--- src/rtl/parity_tx_pkg.sv ---
// Shared definitions for the parity serial transmitter: FSM state codes
// and the fixed serial-line levels used by both transmitter and checker.
package parity_tx_pkg;

  // FSM state encoding (legacy-compatible 3-bit codes)
  typedef logic [2:0] state_t;

  localparam state_t ST_IDLE   = 3'd0;
  localparam state_t ST_START  = 3'd1;
  localparam state_t ST_DATA   = 3'd2;
  localparam state_t ST_PARITY = 3'd3;
  localparam state_t ST_STOP   = 3'd4;

  // Serial line levels
  localparam logic IDLE_LEVEL = 1'b1;
  localparam logic START_BIT  = 1'b0;
  localparam logic STOP_BIT   = 1'b1;

endpackage

--- src/rtl/parity_tx_gen.sv ---
// parity_gen: combinational parity of a W-bit word. With odd = 0 the result
// makes the word plus parity contain an even number of ones; odd = 1 inverts
// it. Kept stand-alone so the receiving/checking side can reuse it.
module parity_gen #(
  parameter int W = 4
) (
  input  logic [W-1:0] data,
  input  logic         odd,
  output logic         parity
);

  assign parity = (^data) ^ odd;

endmodule

--- src/rtl/parity_tx.sv ---
// parity_tx: frames a parallel word as START, DATA (LSB first), PARITY, STOP
// on a serial line that idles high. Each bit lasts BIT_CYCLES clocks.
// Optional feature macro: PARITY_TX_ERR_INJECT_EN adds input inj_err, which
// inverts the parity of the frame accepted while it is high.
//
// Handshake: a word is taken on the rising edge where din_valid && din_ready.
// din_ready is high only in IDLE and in the final clock of STOP; a producer
// may hold din_valid/din for any number of cycles and the word is taken at
// the next ready cycle. All outputs are registered from the next-state
// values so the line changes only on clock edges.
module parity_tx
  import parity_tx_pkg::*;
#(
  parameter int DATA_W     = 4,
  parameter int BIT_CYCLES = 1,
  parameter int PARITY_ODD = 0
) (
  input  logic              clk,
  input  logic              rst,
  input  logic [DATA_W-1:0] din,
  input  logic              din_valid,
`ifdef PARITY_TX_ERR_INJECT_EN
  input  logic              inj_err,
`endif
  output logic              din_ready,
  output logic              tx_out,
  output logic              tx_busy,
  output logic              parity_out,
  output logic              frame_done
);

  localparam int TW = (BIT_CYCLES > 1) ? $clog2(BIT_CYCLES) : 1;
  localparam int IW = (DATA_W > 1) ? $clog2(DATA_W) : 1;
  localparam logic [TW-1:0] T_LAST = TW'(BIT_CYCLES - 1);
  localparam logic [IW-1:0] I_LAST = IW'(DATA_W - 1);

  state_t            state;
  state_t            nxt_state;
  logic [TW-1:0]     timer;
  logic [TW-1:0]     nxt_timer;
  logic [IW-1:0]     idx;
  logic [IW-1:0]     nxt_idx;
  logic [DATA_W-1:0] data_q;
  logic              din_par;
  logic              inj_bit;
  logic              accept;
  logic              bit_last;
  logic              nxt_last;
  logic              nxt_level;

  parity_gen #(.W(DATA_W)) u_parity_gen (
    .data   (din),
    .odd    (PARITY_ODD != 0),
    .parity (din_par)
  );

`ifdef PARITY_TX_ERR_INJECT_EN
  assign inj_bit = inj_err;
`else
  assign inj_bit = 1'b0;
`endif

  assign accept   = din_valid & din_ready;
  assign bit_last = (timer == T_LAST);
  assign nxt_last = (nxt_timer == T_LAST);

  // Next-state, bit timer and data index
  always_comb begin
    nxt_state = state;
    nxt_timer = bit_last ? '0 : timer + TW'(1);
    nxt_idx   = idx;
    case (state)
      ST_IDLE: begin
        nxt_timer = '0;
        if (accept) nxt_state = ST_START;
      end
      ST_START: begin
        if (bit_last) begin
          nxt_state = ST_DATA;
          nxt_idx   = '0;
        end
      end
      ST_DATA: begin
        if (bit_last) begin
          if (idx == I_LAST) nxt_state = ST_PARITY;
          else               nxt_idx   = idx + IW'(1);
        end
      end
      ST_PARITY: begin
        if (bit_last) nxt_state = ST_STOP;
      end
      ST_STOP: begin
        if (bit_last) nxt_state = accept ? ST_START : ST_IDLE;
      end
      default: begin
        nxt_state = ST_IDLE;
        nxt_timer = '0;
      end
    endcase
  end

  // Line level for the upcoming cycle; data_q and parity_out are stable
  // whenever the next state reads them
  always_comb begin
    nxt_level = IDLE_LEVEL;
    case (nxt_state)
      ST_START:  nxt_level = START_BIT;
      ST_DATA:   nxt_level = data_q[nxt_idx];
      ST_PARITY: nxt_level = parity_out;
      ST_STOP:   nxt_level = STOP_BIT;
      default:   nxt_level = IDLE_LEVEL;
    endcase
  end

  // State, counters, captured word and all registered outputs
  always_ff @(posedge clk or posedge rst) begin
    if (rst) begin
      state      <= ST_IDLE;
      timer      <= '0;
      idx        <= '0;
      data_q     <= '0;
      tx_out     <= IDLE_LEVEL;
      tx_busy    <= 1'b0;
      din_ready  <= 1'b0;
      frame_done <= 1'b0;
      parity_out <= 1'b0;
    end else begin
      state      <= nxt_state;
      timer      <= nxt_timer;
      idx        <= nxt_idx;
      tx_out     <= nxt_level;
      tx_busy    <= (nxt_state != ST_IDLE);
      frame_done <= (nxt_state == ST_STOP) && nxt_last;
      din_ready  <= (nxt_state == ST_IDLE) || ((nxt_state == ST_STOP) && nxt_last);
      if (accept) begin
        data_q     <= din;
        parity_out <= din_par ^ inj_bit;
      end
    end
  end

endmodule

--- config.mk ---
export PLATFORM = sky130hd
export DESIGN_NAME = parity_tx
export DESIGN_NICKNAME = d
export VERILOG_FILES = /design/src/rtl/parity_tx_pkg.sv /design/src/rtl/parity_tx_gen.sv /design/src/rtl/parity_tx.sv
export SDC_FILE = /design/constraint.sdc
export NUM_CORES = 1
export LEC_CHECK = 0
export ABC_AREA = 1
export CAP_MARGIN = 20
export CORE_AREA = 4 4 47 49
export CTS_CLUSTER_DIAMETER = 60
export DETAILED_ROUTE_END_ITERATION = 8
export DIE_AREA = 0 0 51 53
export PLACE_DENSITY_LB_ADDON = 0.3
export SKIP_CTS_REPAIR_TIMING = 1
export SLEW_MARGIN = 20
export SYNTH_ARGS = -nofsm -noshare
export SYNTH_HDL_FRONTEND = slang
export SYNTH_SLANG_ARGS = --single-unit
--- constraint.sdc ---
create_clock -name clk -period 2.24 [get_ports clk]
set_clock_uncertainty 0.15 [all_clocks]
set_input_delay 0.224 -clock clk [delete_from_list [all_inputs] [get_ports clk]]
set_output_delay 0.224 -clock clk [all_outputs]
set_load 0.05 [all_outputs]
# --- After elaboration in Yosys (flattened, before gate mapping) ---
# Index checks and enable logic that the tools add are counted.
totals:
  wordCells: 47
  out_inout_bits: 5
  ff_bits: 15
  inputBits: 7
op_classes:
  n_bitwise: 2
  mux: 17
  reduce_logical: 7
  n_eq_ne: 9
  n_lt_le_gt_ge: 1
  addsub: 2
op_table:
  columns: ["cell", "count"]
  rows:
  - ["$mux 3", 6]
  - ["$pmux 3 s5", 1]
  - ["$eq 3x2->1 const B", 4]
  - ["$eq 3x1->1 const B", 2]
  - ["$eq 3x3->1 const B", 2]
  - ["$logic_not 3->1", 2]
  - ["$mux 2", 3]
  - ["$mux 1", 4]
  - ["$pmux 2 s2", 1]
  - ["$reduce_or 4->1", 1]
  - ["$reduce_xor 4->1", 1]
  - ["$lt 2x3->1 const B", 1]
  - ["$pmux 1 s3", 1]
  - ["$reduce_bool 3->1", 1]
  - ["$add 2x1->2 const B", 1]
  - ["$bmux 1 s2", 1]
  - ["$eq 2x2->1 const B", 1]
  - ["$add 1x1->1 const B", 1]
  - ["$and 1x1->1", 1]
  - ["$logic_and 1x1->1", 1]
  - ["$logic_or 1x1->1", 1]
  - ["$not 1->1", 1]

# --- Depth between registers and ports, before layout ---
depth:
  word_depth: 7
  depth_mapped: 10
  mapped_depth_nobuf: 10

# --- By module ---
# A second synthesis with hierarchy kept.
hier_totals:
  cells_unflattened: 79
  hier_area_um2: 721.9
modules_own_cells:
  columns: ["mod", "area_each_um2", "instances", "cells_per_inst", "seq_area_each_um2"]
  rows:
  - ["parity_tx", 656.9, 1, 65, 351.6]
  - ["parity_gen", 65.1, 1, 14, 0.0]

# --- Worst setup path after synthesis ---
# No wires, ideal clock.
synth_path:
  path_kind: "register to register"
  start: "reg din_ready"
  end: "reg parity_out"
  period_less_slack_ns: 1.377
  required_ns: 1.953
  slack_ns: 0.863
  n_path_buf: 1
  path_stages_with_launch: 5
  setup_time_ns: 0.137
  t_arrival_ns: 1.090
  cell_sequence: "dfrtp_1 > nand2_1 > clkbuf_1 > nand2_1 > o21ai_0"
synth_via:
  elab_chain_cells: 1
synth_lines:
  columns: ["element", "line_no", "source"]
  rows:
  - ["start: declaration", "parity_tx.sv:25", "output logic din_ready,"]
  - ["start signal: assignment", "parity_tx.sv:134", "din_ready <= (nxt_state == ST_IDLE) || ((nxt_state == ST_STOP) && nxt_last);"]
  - ["$and 1x1->1", "parity_tx.sv:63", "assign accept = din_valid & din_ready;"]
  - ["end signal: assignment", "parity_tx.sv:137", "parity_out <= din_par ^ inj_bit;"]
  - ["end: declaration", "parity_tx.sv:28", "output logic parity_out,"]
# No other way between the ends.
# A chain may end at the register's enable or synchronous reset.

# --- Worst setup path in the final report ---
layout_path:
  start: "reg tx_out"
  end: "out tx_out"
layout_lines:
  columns: ["element", "line_no", "source"]
  rows:
  - ["start: declaration", "parity_tx.sv:26", "output logic tx_out,"]
  - ["start signal: assignment", "parity_tx.sv:131", "tx_out <= nxt_level;"]
# No word-level cell between the ends.

==> metrics.md <==
| Metric | Value |
|---|---|
| Status | finished, final reports clean |
| Kind of critical path | reg -> out |
| Layout cells sized above 1 | 25.3% |
| GRT Total Usage | 10.5% |
| # DRC | 0 |
| Largest stage delay on the critical path | 0.78 ns |
| CP top delay family | buffers and inverters |
| Clock transition at path regs | 0.08 ns |
| Final period util | 87.4% |
| Area fraction of the dominant cell type after synthesis | 47.8% |
| Unrepaired setup endpoints after global routing | false |
| Top cells by area, synth | dfrtp_1 48%, nand2_2 6.4%, nand3_2 5.9%, nand2_1 5.5%, inv_1 5.0% |
| Post-Synthesis Cells | 77 |
| Syn_area_per_cell | 8.84 sq um |
| Post-synthesis sequential area ratio | 51.7% |
| Period minus WS final | 1.96 ns |
| GRT overflow | 0 |
| Vias | 533 |
| Initial cell density of the core | 36.6% |
| Post-Layout Inst Area | 857 sq um |
| Yosys warns | 0 |
| Core Rows | 16 |
| CP required | 1.87 ns |
| Worst Setup End Kind | output port |
| Most frequent cell after synthesis | dfrtp_1 |
| Clock Tree Buf Depth | 2 |
| Peak Freq | 511 MHz |
| Root Driver | clkbuf_4 |
| Io pins | 12 |
| Worst path slowest cell | clkdlybuf4s50_1 |
| Vias per cell | 4.52 |
| First-pass GRT wire length | 1980 um |
| Net Count, Synth | 84 |
| Antenna violations before repair | 0 |
| Fin Hold WS | 0.122 ns |
| Ys flop type | dfrtp_1 |
| Antenna diodes | 0 |
| CTS tree | built |
| Largest area contributor in the synthesized netlist | dfrtp_1 |
| Die W | 51 um |
| DR pass1 iterations | 2 |
| Worst Tran Pin Value | 0.522 ns |
| Final setup viols | 0 |
| CP Cell Sequence | clkdlybuf4s50_1 |
| Power per Cell Area | 1630 nW/um^2 |
| Routed length per instance | 9.97 um |
| Async SR Flop Fraction | 100% |
| Startpoint Class | flop |
| Placed cell area | 821 sq um |
| FF+latch count, synth | 14 |
| Slew HR | 65.2% |
| Worst skew pair latency | 0.28 ns |
| Num Clock Sinks | 14 |
| Most frequent cells after synthesis | 13 x dfrtp_1, 10 x nand2_1, 9 x inv_1, 9 x nor2_1, 7 x nand2_2 |
| CP arrival | 1.58 ns |
| Slew Viols, Final | 0 |
| ANT nets after route | 0 |
| Core footprint | 1860 sq um |
| Final Hold Viols | 0 |
| Hold Crit Class | in -> async |
| Routed WL | 1180 um |
| Synthesis-to-finish area growth | 25.9% |
| Total CTS buffers | 3 |
| Post-synth EDFFs | 0 |
| Maximum vdd ir drop | 581 uV |
| DRT iter0 DRCs | 1 |
| Vias in the first global route | 516 |
| Critical Path Fanout Max | 1 |
| Synthesized area | 681 sq um |
| Count of cell types in the netlist | 18 |
| Max-Cap Viols | 0 |
| Largest net degree at the start of global routing | 15 |
| CTS H-Tree Depth | 1 |
| Placer's final routability congestion estimate | 0.791 |
| IO Port Bufs | 11 |
| Final TNS setup | 0 ns |
| Fin nets | 99 |
| Die area | 2700 sq um |
| Pleak | 0.421 nW |
| Height of the die | 53 um |
| Detail Placement HPWL | 920 um |
| WP buf/inv | 1 |
==> state kept, by name, summed over array words and instances, names as in the netlist <==
signal	flops
state	3
idx	2
tx_out	1
parity_out	1
frame_done	1
din_ready	1
tx_busy	1
data_q	4
==> metal layers <==
layer | vias up | GRT usage [%] | routed length [um]
met5 | - | 0 | 0
met4 | 0 | 10.3 | 40
met3 | 5 | 3.66 | 56
met2 | 14 | 18.7 | 589
met1 | 248 | 9.06 | 490
li1 | 266 | - | -
==> worst paths after layout <==
kind	to	cells past startpoint	startpoint	slack (ns)
hold / removal	data_q[2]	2	rst	0.12
hold reg to reg	data_q[2]	2	data_q[2]	0.37
setup reg to reg	tx_out	10	state[1]	0.85
max in group asynchronous	tx_out	2	rst	1.46
min in group clk	data_q[2]	2	data_q[2]	0.37
setup / recovery	tx_out	1	tx_out	0.28
==> cell families (layout without fill, tap and decap cells) <==
| kind of cell | after synthesis | in the layout | synth area share (%) |
|---|---|---|---|
| simple gates | 38 | 38 | 30.0 |
| xor+xnor | 3 | 3 | 3.86 |
| flops | 14 | 14 | 51.7 |
| buf+inv | 14 | 28 | 7.72 |
| compound gates | 8 | 8 | 6.80 |
==> cells in the final DEF, fill, tap and decap left out <==
cell type,n
nor2_4,1
dfrtp_1,13
clkdlybuf4s50_1,11
o21ai_0,2
clkbuf_4,3
o21ai_2,1
nand3_1,5
nand2_1,10
nand3_2,4
clkbuf_8,1
dfstp_2,1
inv_1,9
inv_2,4
a21oi_1,4
nor2_1,9
nand2_2,7
xnor2_1,3
o211ai_1,1
nand4_1,1
nor2_2,1
==> power by group <==
group          leakage (nW)  switching (W)  internal, W  total [W]
sequential            0.166      0.0000639     0.000376   0.000440
clock                0.0210      0.0000816    0.0000989   0.000180
combinational         0.234       0.000511     0.000266   0.000777
total                 0.421       0.000656     0.000741    0.00140
==> through the flow <==
stage,total power (W),std cells,utilization (%),setup slack (ns)
2_1_floorplan,0.00104,77,-,0.863
5_1_grt,0.00150,118,46.0,0.241
6_report,0.00140,118,46.0,0.282
3_3_place_gp,0.00121,114,44.1,0.587
4_1_cts,0.00141,118,46.0,0.270
3_5_place_dp,0.00123,114,44.1,0.587
==> layout make-up <==
| class | count | area [sq um] |
|---|---|---|
| fill | 189 | 1000 |
| sequential | 14 | 352 |
| multi-input combinational | 49 | 277 |
| timing repair buffer | 11 | 110 |
| inverter | 13 | 48.8 |
| clock buffer | 4 | 36.3 |
| tap | 27 | 33.8 |
(Power assumes the default switching activity.)
==> patch 1 (same flow settings) <==
Change the parameter `DATA_W` from 4 to 2.
--- a/src/rtl/parity_tx.sv
+++ b/src/rtl/parity_tx.sv
@@ -13,3 +13,3 @@
 #(
-  parameter int DATA_W     = 4,
+  parameter int DATA_W     = 2,
   parameter int BIT_CYCLES = 1,
Ports: changed (resized din); port bits go from 12 to 10. No check against the original RTL was run, so the function may have changed too.
==> patch 1 against the unedited design <==
- synthesized area fell by 33%
- setup slack improved by 8.0 ps
- sequential cell count fell by 3
- first-iteration DRC count rose to 4.0 times the old value
- routed wire length fell by 36%
- power fell by 31%
- design area fell by 29%
- non-clock buffer count fell by 2
==> patch 1: results (changes against the unedited design) <==
stage,metric,value,unit,change
drt,wl_met3,75,um,+34%
pwr,internal-power,0.530,mW,-29%
global_route,grt_first_pass_wirelength,1.32,mm,-33%
synth,synth.distinct_cells,15,,-3
synth,syn-instance-count,50,,-35%
global_route,grt_pass1_vias,318,,-38%
global_route,grt_max_degree,12,,-3
synth,yosys-top-cells-count,"15 x nand2_1, 10 x dfrtp_1, 9 x inv_1",,
timing,max_freq,513,MHz,+0.41%
pwr,seq_power_share,35.9,%,+4.4 points
global_route,met2_usage,9.23,%,-9.4 points
synth,synthXorXnorAreaFrac,0,%,-3.9 points
placement,dp.cells,86,,-25%
setup_path,reg2reg_slack,1010,ps,+160 ps
cells_and_area,n_all_buffers,9,,-2
cells_and_area,fillCellCount,193,,+2.1%
synth,yosysSeqAreaShare,60.4,%,+8.7 points
timing,slew-limit-headroom,66.8,%,+1.6 points
drt,drt-met1-wl,353,um,-28%
placement,place_area,582,sq um,-29%
global_route,use_met1,8.17,%,-0.89 points
cells_and_area,postLayoutCoreUtil,32.7,%,-13 points
outcome,status,finished clean,,
synth,ys_seq_elements,11,,-3
pwr,power_density,1590,nW/um^2,-2.5%
cells_and_area,comb.multi_input.count,29,,-41%
cells_and_area,seq_share,45.5,%,+4.5 points
pwr,ir_drop,0.627,mV,+7.8%
timing,hold_ws,103,ps,-18.5 ps
global_route,grt_util_met3,5.35,%,+1.7 points
synth,synth_compound_area_share,4.64,%,-2.2 points
placement,place_hpwl,572,um,-38%
pwr,power.leakage,0.303,nW,-28%
placement,portBuffers,9,,-2
cells_and_area,stdcell_count,90,,-24%
patch 1: cell types whose count changed in the layout (fill, tap and decap cells not counted), sizes merged:
| cell | before | now |
|---|---|---|
| inv | 13 | 10 |
| nand3 | 9 | 5 |
| a21boi | 0 | 1 |
| o211ai | 1 | 0 |
| nand2 | 17 | 16 |
| o221ai | 0 | 1 |
| nor3 | 0 | 1 |
| nor2 | 11 | 3 |
| a21oi | 4 | 0 |
| dfrtp | 13 | 10 |
| o21ai | 3 | 1 |
| clkdlybuf4s50 | 11 | 9 |
| xnor2 | 3 | 0 |
patch 1: path summary, 6_finish.rpt:
path / cells after the start / from / endpoint
min reg2reg: 2 / data_q[0] / data_q[0]
max in group asynchronous: 2 / rst / tx_out
max reg2reg: 6 / state[1] / tx_out
min: 2 / rst / din_ready
max: 1 / tx_out / tx_out
min in group clk: 2 / data_q[0] / data_q[0]
==> patch 2 (same settings) <==
Made on the original files. Make the reset (`rst`) synchronous in one clocked block.
--- a/src/rtl/parity_tx.sv
+++ b/src/rtl/parity_tx.sv
@@ -115,3 +115,3 @@
   // State, counters, captured word and all registered outputs
-  always_ff @(posedge clk or posedge rst) begin
+  always_ff @(posedge clk) begin
     if (rst) begin
Function: differs if rst is asserted again (counterexample within 4 cycles, from zero or initial values and one cycle with rst high); with rst held inactive, the same outputs for 10 cycles.
==> patch 2 against the unedited design <==
- routed wire length fell by 4.7%
- synthesized area is 7.7% lower
- design area fell by 7.4%
- sequential cell count stayed put
- critical path type unchanged
- setup slack improved by 140 ps
- utilization decreased by 3.4 points
Power is not compared: it rests on default switching activity, and its combinational part moved more than twofold at a synthesized area within 25%.
==> patch 2: results (changes against the unedited design) <==
stage,metric,value,unit,change
outcome,status,finished clean,,
synth,synth_top_area_share,44.6,%,-3.2 points
global_route,grt_first_pass_wirelength,1.99,mm,+0.35%
synth,synth_ff_type,dfxtp_1,,
global_route,antenna_found_initial,0,,unchanged
synth,yosys-top-cells-area,"dfxtp_1 45%, nor2_1 10%, nand2_1 8.4%",,
synth,synth.distinct_cells,19,,+1
setup_path,cp_data_arrival_time,1450,ps,-130 ps
setup_path,reg2reg_slack,910,ps,+60 ps
pwr,ir_drop,0.378,mV,
timing,fin_setup_tns,0,ps,unchanged
cells_and_area,nNetsFinal,104,,+5.1%
placement,gp_congestion,0.772,,-2.5%
synth,async_reset_ff_share,0,%,-100 points
timing,slew-limit-headroom,66.6,%,+1.4 points
drt,wirelength,1.12,mm,-4.7%
drt,first_pass_iters,4,,+2
synth,yosys-top-cells-count,"17 x nor2_1, 14 x dfxtp_1, 14 x nand2_1",,
global_route,grt_max_degree,10,,-5
synth,syn_nets,90,,+7.1%
global_route,grt_pass1_vias,493,,-4.5%
drt,vias_per_cell,4.56,,+0.97%
pwr,power.leakage,0.331,nW,
synth,yosysSeqAreaShare,44.6,%,-7.0 points
setup_path,slowest_delay,810,ps,+30 ps
global_route,grtUsageTotal,10.0,%,-0.49 points
drt,first_iter_violations,9,,+8
placement,place_area,757,sq um,-7.8%
setup_path,worst-path-max-fanout,3,,+2
worst_hold_path,hold_path_class,register to register,,
cells_and_area,layout-drive-gt1-share,15.6,%,-9.6 points
placement,place_hpwl,904,um,-1.7%
-- patch 2: routing by layer --
metal / GRT usage [%] / vias to the layer above / part of all wire (%)
li1: - / 298 / -
met1: 12.3 / 241 / 45
met2: 15.5 / 20 / 46
met3: 2.54 / 2 / 7.4
met4: 6.73 / 0 / 0.80
met5: 0 / - / 0
-- patch 2: layout make-up --
class | instances | area, sq um
Fill cell | 197 | 1070
Multi-Input combinational cell | 58 | 299
Sequential cell | 14 | 280
Timing Repair Buffer | 11 | 110
Clock buffer | 4 | 36.3
Inverter | 9 | 33.8
Tap cell | 27 | 33.8
-- patch 2: cell families (layout without fill, tap and decap cells) --
family | count (synthesis) | after routing | synth area share, %
AOI/OAI and AO/OA | 8 | 8 | 6.77
and+or+nand+nor | 48 | 48 | 38.0
DFF | 14 | 14 | 44.6
buffers and inverters | 11 | 24 | 7.77
xor gates and xnor gates | 2 | 2 | 2.79
-- patch 2: where the power goes --
part           internal [mW]  leakage, nW  total, mW  switching [mW]
clock                 0.0987       0.0210      0.177          0.0781
sequential             0.265        0.115      0.277          0.0116
combinational         0.0413        0.196      0.107          0.0653
-- patch 2: final timing paths --
check             start         end  depth (start not counted)
max          parity_out  parity_out                          1
min           data_q[0]   data_q[0]                          2
max reg2reg    state[1]      tx_out                          6
min reg2reg   data_q[0]   data_q[0]                          2
-- patch 2: per-stage QoR --
| step | utilization, % | instances | hold WS, ps | power [mW] | setup WS [ps] |
|---|---|---|---|---|---|
| 2_1_floorplan | - | 83 | 240 | 0.356 | 699 |
| 3_3_place_gp | 40.7 | 119 | 323 | 0.388 | 645 |
| 3_5_place_dp | 40.7 | 119 | 327 | 0.390 | 635 |
| 4_1_cts | 42.6 | 123 | 347 | 0.570 | 398 |
| 5_1_grt | 42.6 | 123 | 367 | 0.594 | 349 |
| 6_report | 42.6 | 123 | 341 | 0.560 | 421 |
